File: src/rtl/vga_sync_decoder.sv
// Recovers raster position, line/frame timing and lock from an active-low hsync/vsync pair.
// Outputs trail the source generator's counters by two vga_clk cycles; there is no backpressure.
module vga_sync_decoder #(
  parameter int X_BEFORE     = 144,
  parameter int X_ACTIVE_END = 784,
  parameter int Y_BEFORE     = 35,
  parameter int Y_ACTIVE_END = 515
) (
  input  logic        vga_clk,
  input  logic        rst_n,
  input  logic        hsync_in,
  input  logic        vsync_in,
  output logic [11:0] x_poi,
  output logic [11:0] y_poi,
  output logic        is_display,
  output logic        locked,
  output logic [11:0] h_total,
  output logic [11:0] h_sync_w,
  output logic [11:0] v_total,
  output logic [11:0] v_sync_w,
  output logic        fmt_err
);
  localparam logic [11:0] CNT_MAX = 12'hfff;
  localparam logic [11:0] XB = 12'(X_BEFORE);
  localparam logic [11:0] XE = 12'(X_ACTIVE_END);
  localparam logic [11:0] YB = 12'(Y_BEFORE);
  localparam logic [11:0] YE = 12'(Y_ACTIVE_END);

  logic        hs1, hs2, vs1, vs2;
  logic        h_fall, h_rise, v_fall, v_rise;
  logic [11:0] x_inc, y_inc, x_nxt, y_nxt;
  logic        seen_vfall, frame_ok, len_vld, sw_vld;
  logic [11:0] ref_len, ref_sw, cur_vsw;
  logic [1:0]  match_cnt, match_nxt;
  logic        len_bad, sw_bad, line_err, x_hit, y_hit;
  logic        lose_lock, complete, same_set, locked_nxt, win_nxt;

  assign h_fall = hs2 & ~hs1;
  assign h_rise = ~hs2 & hs1;
  assign v_fall = vs2 & ~vs1;
  assign v_rise = ~vs2 & vs1;

  // Saturating +1; doubles as "length = count + 1" for every measurement.
  assign x_inc = (x_poi == CNT_MAX) ? CNT_MAX : x_poi + 12'd1;
  assign y_inc = (y_poi == CNT_MAX) ? CNT_MAX : y_poi + 12'd1;
  assign x_nxt = h_fall ? 12'd0 : x_inc;
  assign y_nxt = v_fall ? 12'd0 : (h_fall ? y_inc : y_poi);

  assign x_hit = (x_nxt == CNT_MAX) && (x_poi != CNT_MAX);
  assign y_hit = (y_nxt == CNT_MAX) && (y_poi != CNT_MAX);

  assign len_bad  = h_fall & len_vld & (x_inc != ref_len);
  assign sw_bad   = h_rise & sw_vld & (x_inc != ref_sw);
  assign line_err = len_bad | sw_bad;

  assign lose_lock = (line_err & locked) | x_hit | y_hit;
  assign complete  = seen_vfall & frame_ok & ~line_err & ~x_hit & ~y_hit;
  assign same_set  = (ref_len == h_total) && (ref_sw == h_sync_w) &&
                     (y_inc == v_total) && (cur_vsw == v_sync_w);

  always_comb begin
    match_nxt = match_cnt;
    if (lose_lock) begin
      match_nxt = 2'd0;
    end else if (v_fall) begin
      if (!complete) begin
        match_nxt = 2'd0;
      end else if (same_set) begin
        match_nxt = (match_cnt == 2'd2) ? 2'd2 : match_cnt + 2'd1;
      end else begin
        match_nxt = 2'd1;
      end
    end
  end

  assign locked_nxt = (match_nxt == 2'd2);
  assign win_nxt    = (x_nxt >= XB) && (x_nxt < XE) && (y_nxt >= YB) && (y_nxt < YE);

  always_ff @(posedge vga_clk or negedge rst_n) begin
    if (!rst_n) begin
      // Sync pipes idle high so release does not fabricate an edge.
      hs1        <= 1'b1;
      hs2        <= 1'b1;
      vs1        <= 1'b1;
      vs2        <= 1'b1;
      x_poi      <= '0;
      y_poi      <= '0;
      is_display <= 1'b0;
      locked     <= 1'b0;
      h_total    <= '0;
      h_sync_w   <= '0;
      v_total    <= '0;
      v_sync_w   <= '0;
      fmt_err    <= 1'b0;
      match_cnt  <= '0;
      seen_vfall <= 1'b0;
      frame_ok   <= 1'b0;
      len_vld    <= 1'b0;
      sw_vld     <= 1'b0;
      ref_len    <= '0;
      ref_sw     <= '0;
      cur_vsw    <= '0;
    end else begin
      hs1        <= hsync_in;
      hs2        <= hs1;
      vs1        <= vsync_in;
      vs2        <= vs1;
      x_poi      <= x_nxt;
      y_poi      <= y_nxt;
      fmt_err    <= lose_lock;
      match_cnt  <= match_nxt;
      locked     <= locked_nxt;
      is_display <= locked_nxt & win_nxt;
      if (v_rise) cur_vsw <= y_inc;
      if (v_fall) begin
        // Close the frame: publish its measurement set and rearm the per-frame references.
        seen_vfall <= 1'b1;
        frame_ok   <= 1'b1;
        len_vld    <= 1'b0;
        sw_vld     <= 1'b0;
        h_total    <= ref_len;
        h_sync_w   <= ref_sw;
        v_total    <= y_inc;
        v_sync_w   <= cur_vsw;
      end else begin
        if (line_err | x_hit | y_hit) frame_ok <= 1'b0;
        if (h_fall && !len_vld) begin
          ref_len <= x_inc;
          len_vld <= 1'b1;
        end
        if (h_rise && !sw_vld) begin
          ref_sw <= x_inc;
          sw_vld <= 1'b1;
        end
      end
    end
  end
endmodule

File: config.mk
export PLATFORM = sky130hd
export DESIGN_NAME = vga_sync_decoder
export DESIGN_NICKNAME = d
export VERILOG_FILES = /design/src/rtl/vga_sync_decoder.sv
export SDC_FILE = /design/constraint.sdc
export NUM_CORES = 1
export LEC_CHECK = 0
export BUFFER_PORTS_ARGS = -buffer_cell sky130_fd_sc_hd__buf_2
export CAP_MARGIN = 20
export CORE_ASPECT_RATIO = 0.5
export CORE_UTILIZATION = 50
export DETAILED_ROUTE_END_ITERATION = 7
export HOLD_SLACK_MARGIN = 0.15
export PLACE_DENSITY_LB_ADDON = 0.05
export SLEW_MARGIN = 10
export SYNTH_ARGS = -nofsm -noshare
export SYNTH_HDL_FRONTEND = slang
export SYNTH_SLANG_ARGS = --single-unit
File: constraint.sdc
create_clock -name vga_clk -period 3.2 [get_ports vga_clk]
set_clock_uncertainty 0.05 [all_clocks]
set_input_delay 0.32 -clock vga_clk [delete_from_list [all_inputs] [get_ports vga_clk]]
set_output_delay 0.32 -clock vga_clk [all_outputs]
set_load 0.05 [all_outputs]
# --- Yosys cells after proc, flatten, opt, wreduce, memory -nomap -nowiden ---
# Cells that the tools add are included.
totals:
  regBits: 121
  latch_bits: 0
  ramBits: 0
  rom_bits: 0
  in_bits: 4
  output_inout_bits: 75
  word_cells: 102
  mem_count: 0
classes:
  n_addsub: 3
  mul: 0
  div_mod_pow: 0
  n_lt_le_gt_ge: 4
  eq_ne: 14
  shifts: 0
  n_mux: 16
  bitwise_logic: 27
  reduce_logical: 17
op_table:
  columns: ["operator", "count"]
  rows:
  - ["12-bit 2-to-1 mux", 5]
  - ["12-bit equality test", 4]
  - ["12-bit equality test, second input constant", 4]
  - ["12-bit by 1-bit adder with 12-bit output, second input constant", 2]
  - ["12-bit by 10-bit < comparator with 1-bit output, second input constant", 2]
  - ["12-bit != test", 2]
  - ["12-bit != test, second input constant", 2]
  - ["1-bit AND", 14]
  - ["12-bit by 6-bit >= comparator with 1-bit output, second input constant", 1]
  - ["12-bit by 8-bit >= comparator with 1-bit output, second input constant", 1]
  - ["1-bit logical AND", 10]
  - ["2-bit 2-to-1 mux", 5]
  - ["1-bit inverter", 8]
  - ["1-bit 2-to-1 mux", 6]
  - ["2-bit nonzero test", 3]
  - ["1-bit bitwise OR", 5]
  - ["2-bit equality test, second input constant", 2]
  - ["2-bit AND reduction", 2]
  - ["2-bit by 1-bit adder with 2-bit output, second input constant", 1]
  - ["1-bit zero test", 2]

# --- Depth between registers and ports, before layout ---
# Gate-level depths: netlist of the first run.
depth:
  ltp_word: 14
  depth_mapped: 12
  mapped_depth_nobuf: 10

# --- Worst setup path before layout of the first run ---
# OpenSTA, ideal clock, no wires.
synth_timing:
  kind: "reg-to-reg"
  start: "register y_poi[0]"
  end: "register is_display"
  setup_ns: 0.111
  t_arrival_ns: 2.971
  required_time_ns: 3.039
  setup_slack_ns: 0.068
  path_stages_with_launch: 12
  path_buffers: 1
  synth_period_minus_slack_ns: 3.132
  path_cell_list: "dfrtp_1 > ha_1 > and4_1 > buf_2 > nand3_1 > nor2_1 > xnor2_1 > a2111oi_0 > o2111a_1 > nand2b_1 > a41o_2 > a2111oi_2"
synth_between:
  elab_chain_cells: 13
  word_cells_on_any_way: 24
  classes_between: "add/sub: 1; order compare: 2; eq/ne: 5; mux: 7; bitwise: 4; reduce/logical: 5"
synth_lines:
  columns: ["element", "line", "text"]
  rows:
  - ["start, declared", "14", "output logic [11:0] y_poi,"]
  - ["start signal, assigned", "109", "y_poi <= y_nxt;"]
  - ["12-bit by 1-bit adder with 12-bit output or 12-bit equality test (tied branches)", "45", "assign y_inc = (y_poi == CNT_MAX) ? CNT_MAX : y_poi + 12'd1;"]
  - ["12-bit 2-to-1 mux", "45", null]
  - ["12-bit 2-to-1 mux (2 in a row)", "47", "assign y_nxt = v_fall ? 12'd0 : (h_fall ? y_inc : y_poi);"]
  - ["12-bit equality test", "50", "assign y_hit = (y_nxt == CNT_MAX) && (y_poi != CNT_MAX);"]
  - ["1-bit logical AND", "50", null]
  - ["1-bit inverter", "57", "assign complete = seen_vfall & frame_ok & ~line_err & ~x_hit & ~y_hit;"]
  - ["1-bit AND", "57", null]
  - ["2-bit 2-to-1 mux", "66", "if (!complete) begin"]
  - ["2-bit 2-to-1 mux", "65", "end else if (v_fall) begin"]
  - ["2-bit 2-to-1 mux", "63", "if (lose_lock) begin"]
  - ["2-bit equality test", "76", "assign locked_nxt = (match_nxt == 2'd2);"]
  - ["1-bit AND *", "113", "is_display <= locked_nxt & win_nxt;"]
  - ["end signal, assigned", "113", null]
  - ["end, declared", "15", "output logic is_display,"]
# Mark *: on every way between the ends. The rest lies on a longest branch, timed or not.
# A chain may end at the register's enable or synchronous reset.

# --- Worst setup path after layout of the first run ---
layout_timing:
  start: "register x_poi[8]"
  end: "register is_display"
layout_between:
  elab_chain_cells: 14
  word_cells_on_any_way: 30
  classes_between: "add/sub: 1; order compare: 2; eq/ne: 6; mux: 5; bitwise: 12; reduce/logical: 4"
layout_lines:
  columns: ["element", "line", "text"]
  rows:
  - ["start, declared", "13", "output logic [11:0] x_poi,"]
  - ["start signal, assigned", "108", "x_poi <= x_nxt;"]
  - ["12-bit by 1-bit adder with 12-bit output or 12-bit equality test (tied branches)", "44", "assign x_inc = (x_poi == CNT_MAX) ? CNT_MAX : x_poi + 12'd1;"]
  - ["12-bit 2-to-1 mux", "44", null]
  - ["12-bit != test, on equally long branches", "52, 53", null]
  - ["1-bit AND, on equally long branches", "52, 53", null]
  - ["1-bit bitwise OR", "54", "assign line_err = len_bad | sw_bad;"]
  - ["1-bit inverter", "57", null]
  - ["1-bit AND (3 in a row)", "57", null]
  - ["2-bit 2-to-1 mux", "66", null]
  - ["2-bit 2-to-1 mux", "65", null]
  - ["2-bit 2-to-1 mux", "63", null]
  - ["2-bit equality test", "76", null]
  - ["1-bit AND *", "113", null]
# Marked as above.

==> flow_metrics.tcl, run 1 <==
set metrics [dict create \
    cp.required_ns 3.45 \
    final_antenna_net_count 0 \
    synth_cell_type_count 70 \
    num_vias 5828 \
    synth-seq-cells 121 \
    drt-initial-drc-count 509 \
    syn_inst 722 \
    core_area_sq_um 12200 \
    h-tree-depth 4 \
    synth_common_cells "170 x nand2_1, 117 x dfrtp_1, 58 x o21ai_0" \
    fin_nets 834 \
    slew_violations 0 \
    insertion_delay_ns 0.42 \
    place_inst 970 \
    use_met3_pct 5.04 \
    syn-cell-area_sq_um 6490 \
    setup_viol 0 \
    startpoint_type "flop" \
    ios 79 \
    fp.dieW_um 163 \
    yosysMostFrequentCell "nand2_1" \
    area_delta_synth_final_pct 21.3 \
    drt_first_pass_iters 6 \
    n_antenna_cell 0 \
    die_h_um 82.6 \
    cts.reportedPaths.clkPinSlew_ns 0.06 \
    syn_area_per_cell_sq_um 8.99 \
    max_freq_mhz 330 \
    wl_per_cell_um 18.9 \
    setup_tns_ns 0 \
    grt.met2_usage_pct 45.3 \
    setup_ws_ns 0.167 \
    clockBufferDepth 2 \
    drc 0 \
    place_ws_ns 0.00402 \
    met1_usage_pct 42.4 \
    gp_congestion 0.939 \
    fill_cells 1033 \
    grt_pass1_wl_um 29600 \
    arrival_ns 3.29 \
    hpwlAfterDp_um 13800 \
    status "finished clean" \
    synth_area_leaders "dfrtp_1 45%, nand2_1 9.8%, xnor2_1 7.2%" \
    max_cap_violations 0 \
    tightest_slew_ns 0.737 \
    stdcell_count 1005 \
    path_class "reg -> reg" \
    track_usage_pct 29.6 \
    ys_warn_count 0 \
    numCtsBuffers 17 \
    fin_crit_sh_pct 94.8 \
    drive_above_1_share_pct 23.2 \
    synth-edff-count 0 \
    holdWs_ns 0.335 \
    critPathCaptureType "flop" \
    num_rows 28 \
    ys.flop_type "dfrtp_1" \
    top_usage_layer "met2" \
    multiInputGateArea_sq_um 3280 \
    grt-ovfl-total 0 \
    clock-root-buffer "clkbuf_16" \
    ff2ff_setup_slack_ns 0.17 \
    regArea_sq_um 3030 \
    max_slew_margin_pct 50.9 \
    synth-async-reset-ratio_pct 100 \
    clkSinkCount 121 \
    initial_core_util_pct 53.1 \
    p_per_area_nw_per_um2 619 \
    min_to "hs2$_DFF_PN1_" \
    totalPowerFinal_w 0.00487 \
    peakVddDrop_uv 510 \
    yosys.area.top_type_share_pct 45.1 \
    holdPathStages 0 \
    cp_max_fo 9 \
    synth_nets 729 \
    leakage_nw 3.77 \
    synth_top_cell_by_area "dfrtp_1" \
    rr_startpoint "x_poi[8]$_DFF_PN0_" \
    grt_pass1_vias 5330 \
    rr_endpoint "is_display$_DFF_PN0_" \
    hold_path.class "reg -> reg" \
    die_area_sq_um 13500 \
    reg2reg_depth 9 \
    hold_viol_final 0 \
    drt-total-wl_um 19000 \
    antenna_found_initial 0 \
    ys_seq_area_share_pct 46.7 \
    final.min_clock_period_ns 3.03 \
    viasPerCell 5.80 \
    port_buffers 78 \
    cts_tree "yes" \
    worstHoldStart "hs1$_DFF_PN1_" \
    grt_start_max_net_pins 56 \
]
[worst max path at each step]
stage | from | to | slack (ns)
floorplan | y_poi[0]$_DFF_PN0_ | is_display$_DFF_PN0_ | 0.07
global placement | y_poi[0]$_DFF_PN0_ | is_display$_DFF_PN0_ | 0.08
detailed placement | y_poi[0]$_DFF_PN0_ | is_display$_DFF_PN0_ | 0.004
CTS | y_poi[1]$_DFF_PN0_ | is_display$_DFF_PN0_ | 0.07
global route | x_poi[8]$_DFF_PN0_ | is_display$_DFF_PN0_ | -0.002
finish | x_poi[8]$_DFF_PN0_ | is_display$_DFF_PN0_ | 0.17
[layout by cell type, fill, tap and decap left out, types with 3 or more instances in the layout]
cell type      synthesis  layout
clkinv_2               0       6
o21ai_0               58      57
inv_1                 10      10
o21ai_1                3       4
and3_1                11      11
a32o_1                 3       3
nor2_1                49      49
a21oi_1               12      12
and2_1                 5       5
or3_1                  3       3
xor2_1                14      14
dfstp_2                4       4
nor4_1                 8       7
a31oi_1               13      13
dlygate4sd3_1          0       3
nor3_1                16      16
nand2_1              170     170
nand4_1               23      23
dfrtp_1              117     117
mux2i_1               10       9
buf_2                  8      77
a41oi_1                3       3
buf_4                  1      47
a211oi_1               4       4
clkbuf_16              0      17
nand2b_1               9       8
clkinvlp_4             0       5
xnor2_1               53      52
nand3_1               18      18
and4_1                 5       3
mux2_2                 3       3
[layer usage]
layer | vias up | share of wire [%]
met5 | - | 0
met4 | 0 | 1.6
met3 | 30 | 7.3
met2 | 247 | 44
met1 | 2823 | 47
li1 | 2728 | -
[repair_timing]
item                                    CTS  global route
setup buffers                             0             0
hold endpoints to repair                 52             0
endpoints found under the setup margin    1             3
pin swaps                                 0             1
resized for setup                         1             9
hold buffers                              3             0
[registers in the layout, indices dropped and copies added (netlist names), 2 cells and up]
signal     count
cur_vsw       12
h_sync_w      12
h_total       12
ref_len       12
ref_sw        12
v_sync_w      12
v_total       12
x_poi         12
y_poi         12
match_cnt      2
[where the power goes]
group / switching [W] / internal, W / total, W
Clock: 0.000735 / 0.000984 / 0.00172
Combinational: 0.000848 / 0.000438 / 0.00129
Sequential: 0.000189 / 0.00168 / 0.00187
[through the flow]
stage | util, % | area (sq um)
2_1_floorplan | - | 6490
3_3_place_gp | 59.5 | 7280
3_5_place_dp | 59.5 | 7280
4_1_cts | 64.2 | 7840
5_1_grt | 64.4 | 7870
6_report | 64.4 | 7870
[cell families after synthesis]
group                      Yosys count  share of synthesized area [%]
and+or+nand+nor                    336                           24.7
AOI/OAI and AO/OA                  128                           12.9
DFF                                121                           46.7
xor gates and xnor gates            68                           9.29
buffers and inverters               52                           3.49
muxes                               14                           2.27
adders and majority gates            3                          0.578
[critical path: stages (launching register included)]
cell       delay (ns)
dfrtp_1          0.56
nand4_1          0.23
nor4_4           0.46
nor2_1           0.25
xnor2_2          0.22
nor4_4           0.15
nand4_1          0.23
a31oi_4          0.35
nand2_2          0.08
a2111oi_2        0.34
[cell type report]
| cell class | count | share of cell area (%) |
|---|---|---|
| multi-input cells | 549 | 41.6 |
| repair buffers | 128 | 10.0 |
| flip-flops and latches | 121 | 38.5 |
| clock buffers | 17 | 5.40 |
| clock inverters | 15 | 1.30 |
| inverters | 10 | 0.477 |
| well taps | 165 | 2.62 |
Note: power is estimated with default switching activity, not from simulation.
==> run 2: changes to the inputs <==
--- a/config.mk
+++ b/config.mk
@@ -5,6 +5,7 @@
 export SDC_FILE = /design/constraint.sdc
 export NUM_CORES = 1
 export LEC_CHECK = 0
+export ABC_AREA = 1
 export BUFFER_PORTS_ARGS = -buffer_cell sky130_fd_sc_hd__buf_2
 export CAP_MARGIN = 20
 export CORE_ASPECT_RATIO = 0.5
==> flow_metrics.tcl, run 2 <==
set metrics [dict create \
    syn_area_per_cell_sq_um 7.13 \
    ys.flop_type "dfrtp_1" \
    initial_core_util_pct 52.8 \
    grt_start_max_net_pins 57 \
    numCtsBuffers 17 \
    cts_tree "yes" \
    num_rows 29 \
    place_inst 1204 \
    hold_viol_final 0 \
    multiInputGateArea_sq_um 3260 \
    fin_crit_sh_pct 88.3 \
    layout_commonest_cell "nand2_1" \
    synth_common_cells "332 x nand2_1, 130 x inv_1, 117 x dfrtp_1" \
    slew_violations 0 \
    path_cells "ha_1 -> nand2_2 -> nor2_4 -> nand3_4 -> nand2_1 -> nand2_1 -> nand2_1 -> nand2_1 -> inv_1 -> nand2_1 -> nor2_1 -> nand2_1 -> nand2_1 -> nand2_2 -> nor2_4 -> nand3_2 -> nand2_2 -> nand2_2 -> nor3_2" \
    postCtsResizedCells 0 \
    status "finished clean" \
    syn-cell-area_sq_um 6900 \
    ff2ff_setup_slack_ns 0.38 \
    port_buffers 78 \
    rr_startpoint "x_poi[0]$_DFF_PN0_" \
    reg2reg_depth 19 \
    holdPathStages 0 \
    drt-total-wl_um 19700 \
    synth_nets 975 \
    insertion_delay_ns 0.42 \
    cp_top_family "simple AND/OR/NAND/NOR gates" \
    drt_first_pass_iters 6 \
    p_per_area_nw_per_um2 736 \
    grt.met2_usage_pct 43.0 \
    cp_common_cell "nand2_1" \
    max_cap_violations 0 \
    final_cell_mix "332 x nand2_1, 130 x inv_1, 117 x dfrtp_1" \
    grt_pass1_wl_um 31500 \
    final_antenna_net_count 0 \
    holdWs_ns 0.337 \
    max_slew_margin_pct 60.5 \
    ys_warn_count 0 \
    fp.dieW_um 168 \
    grt-ovfl-total 0 \
    stdcell_count 1240 \
    tightest_slew_ns 0.591 \
    drt-initial-drc-count 651 \
    gp_congestion 0.926 \
    met1_usage_pct 43.0 \
    clkSinkCount 121 \
    regArea_sq_um 3030 \
    cts.reportedPaths.clkPinSlew_ns 0.06 \
    clock-root-buffer "clkbuf_16" \
    post_cts_buffers 0 \
    use_met3_pct 5.08 \
    yosys.area.top_type_share_pct 42.4 \
    post-route-util_pct 62.9 \
    fill_cells 1194 \
    grt_setup_unrepaired "false" \
    synth_area_leaders "dfrtp_1 42%, nand2_1 18%, inv_1 7.1%" \
    rr_endpoint "is_display$_DFF_PN0_" \
    drive_above_1_share_pct 16.4 \
    synth_cell_type_count 41 \
    synth-async-reset-ratio_pct 100 \
    final.min_clock_period_ns 2.82 \
    min_to "hs2$_DFF_PN1_" \
    synth-seq-cells 121 \
    ys_seq_area_share_pct 43.9 \
    arrival_ns 3.11 \
    area_delta_synth_final_pct 19.0 \
    viasPerCell 5.30 \
    top_usage_layer "met1" \
    clockBufferDepth 2 \
    setup_tns_ns 0 \
    h-tree-depth 4 \
    ios 79 \
    antenna_found_initial 0 \
    track_usage_pct 28.8 \
    n_antenna_cell 0 \
    synth_top_cell_by_area "dfrtp_1" \
    critPathCaptureType "flop" \
    fin_nets 1064 \
    setup_viol 0 \
    path_class "reg -> reg" \
    cp.required_ns 3.49 \
    synth-edff-count 0 \
    grt_pass1_vias 5931 \
    hpwlAfterDp_um 14600 \
    syn_inst 968 \
    worstHoldStart "hs1$_DFF_PN1_" \
    drc 0 \
    hold_path.class "reg -> reg" \
    yosysMostFrequentCell "nand2_1" \
    leakage_nw 4.29 \
    crit_buf_inv 1 \
    num_vias 6569 \
    wl_per_cell_um 15.9 \
    crit_slowest_cell "dfrtp_1" \
    startpoint_type "flop" \
    die_h_um 85.1 \
    core_area_sq_um 13100 \
    max_freq_mhz 354 \
    cp_max_fo 19 \
    peakVddDrop_uv 362 \
    die_area_sq_um 14300 \
    critPathMaxStageDelay_ns 0.50 \
]
[run 2: cell types whose count changed after synthesis, moves of 9 or more]
cell and change:
nor2_1 +36, mux2i_1 -10, nand3_1 +42, a31oi_1 -12, o21ai_0 +32, and3_1 -11
nand2b_1 -9, nand2_2 +9, xnor2_1 -43, nor3_1 -11, nand2_1 +162, inv_1 +120
[run 2: metal layers]
metal | share of wire, % | up-vias
li1 | - | 3226
met1 | 49 | 3094
met2 | 43 | 223
met3 | 6.9 | 26
met4 | 1.2 | 0
met5 | 0 | -
[run 2: cell families (layout without fill, tap and decap cells)]
group | after synthesis | in the layout | share of synthesized area (%)
buf+inv | 158 | 259 | 9.15
xor+xnor | 19 | 19 | 2.41
compound gates | 123 | 123 | 9.43
simple gates | 544 | 545 | 34.5
fa+ha+maj | 3 | 3 | 0.544
flops | 121 | 121 | 43.9
[run 2: final cells by class]
class,instances,share of cell area [%]
flip-flops and latches,121,36.9
clock inverters,15,2.93
repair buffers,95,6.58
inverters,132,6.03
clock buffers,17,5.18
well taps,170,2.59
multi-input cells,690,39.8
[run 2: report_power, final]
part | switching (W) | total [W] | internal, W
clock network | 0.000788 | 0.00219 | 0.00140
logic | 0.00136 | 0.00187 | 0.000504
registers | 0.000238 | 0.00199 | 0.00175
total | 0.00239 | 0.00605 | 0.00366
[run 2: repair_timing]
| action | 4_1_cts | 5_1_grt |
|---|---|---|
| hold endpoints to repair | 35 | 0 |
| endpoints found under the setup margin | 0 | 3 |
| hold buffers | 3 | 0 |
[run 2: how the worst max path moves through the flow]
stage | start | to | slack [ns] | cells after the start
3_5_place_dp | x_poi[0]$_DFF_PN0_ | is_display$_DFF_PN0_ | 0.35 | 19
5_1_grt | x_poi[0]$_DFF_PN0_ | locked$_DFF_PN0_ | 0.11 | 18
2_1_floorplan | y_poi[0]$_DFF_PN0_ | is_display$_DFF_PN0_ | 0.58 | 17
3_3_place_gp | x_poi[0]$_DFF_PN0_ | is_display$_DFF_PN0_ | 0.50 | 15
4_1_cts | x_poi[0]$_DFF_PN0_ | locked$_DFF_PN0_ | 0.29 | 18
6_report | x_poi[0]$_DFF_PN0_ | is_display$_DFF_PN0_ | 0.38 | 19
[run 2: worst register-to-register path: cells and delay by family (launching register included)]
kind	cells	cell delay (ns)
buffers and inverters	1	0.05
flip-flops	1	0.50
AND/OR/NAND/NOR	17	1.91
adder cells (fa/ha/maj)	1	0.25
[run 2: through the flow]
stage	total power, W	setup WS, ns	area (sq um)
CTS	0.00605	0.290	8200
floorplan	0.00332	0.582	6900
global route	0.00635	0.114	8210
finish	0.00605	0.375	8210
global placement	0.00383	0.497	7510
detailed placement	0.00384	0.347	7510
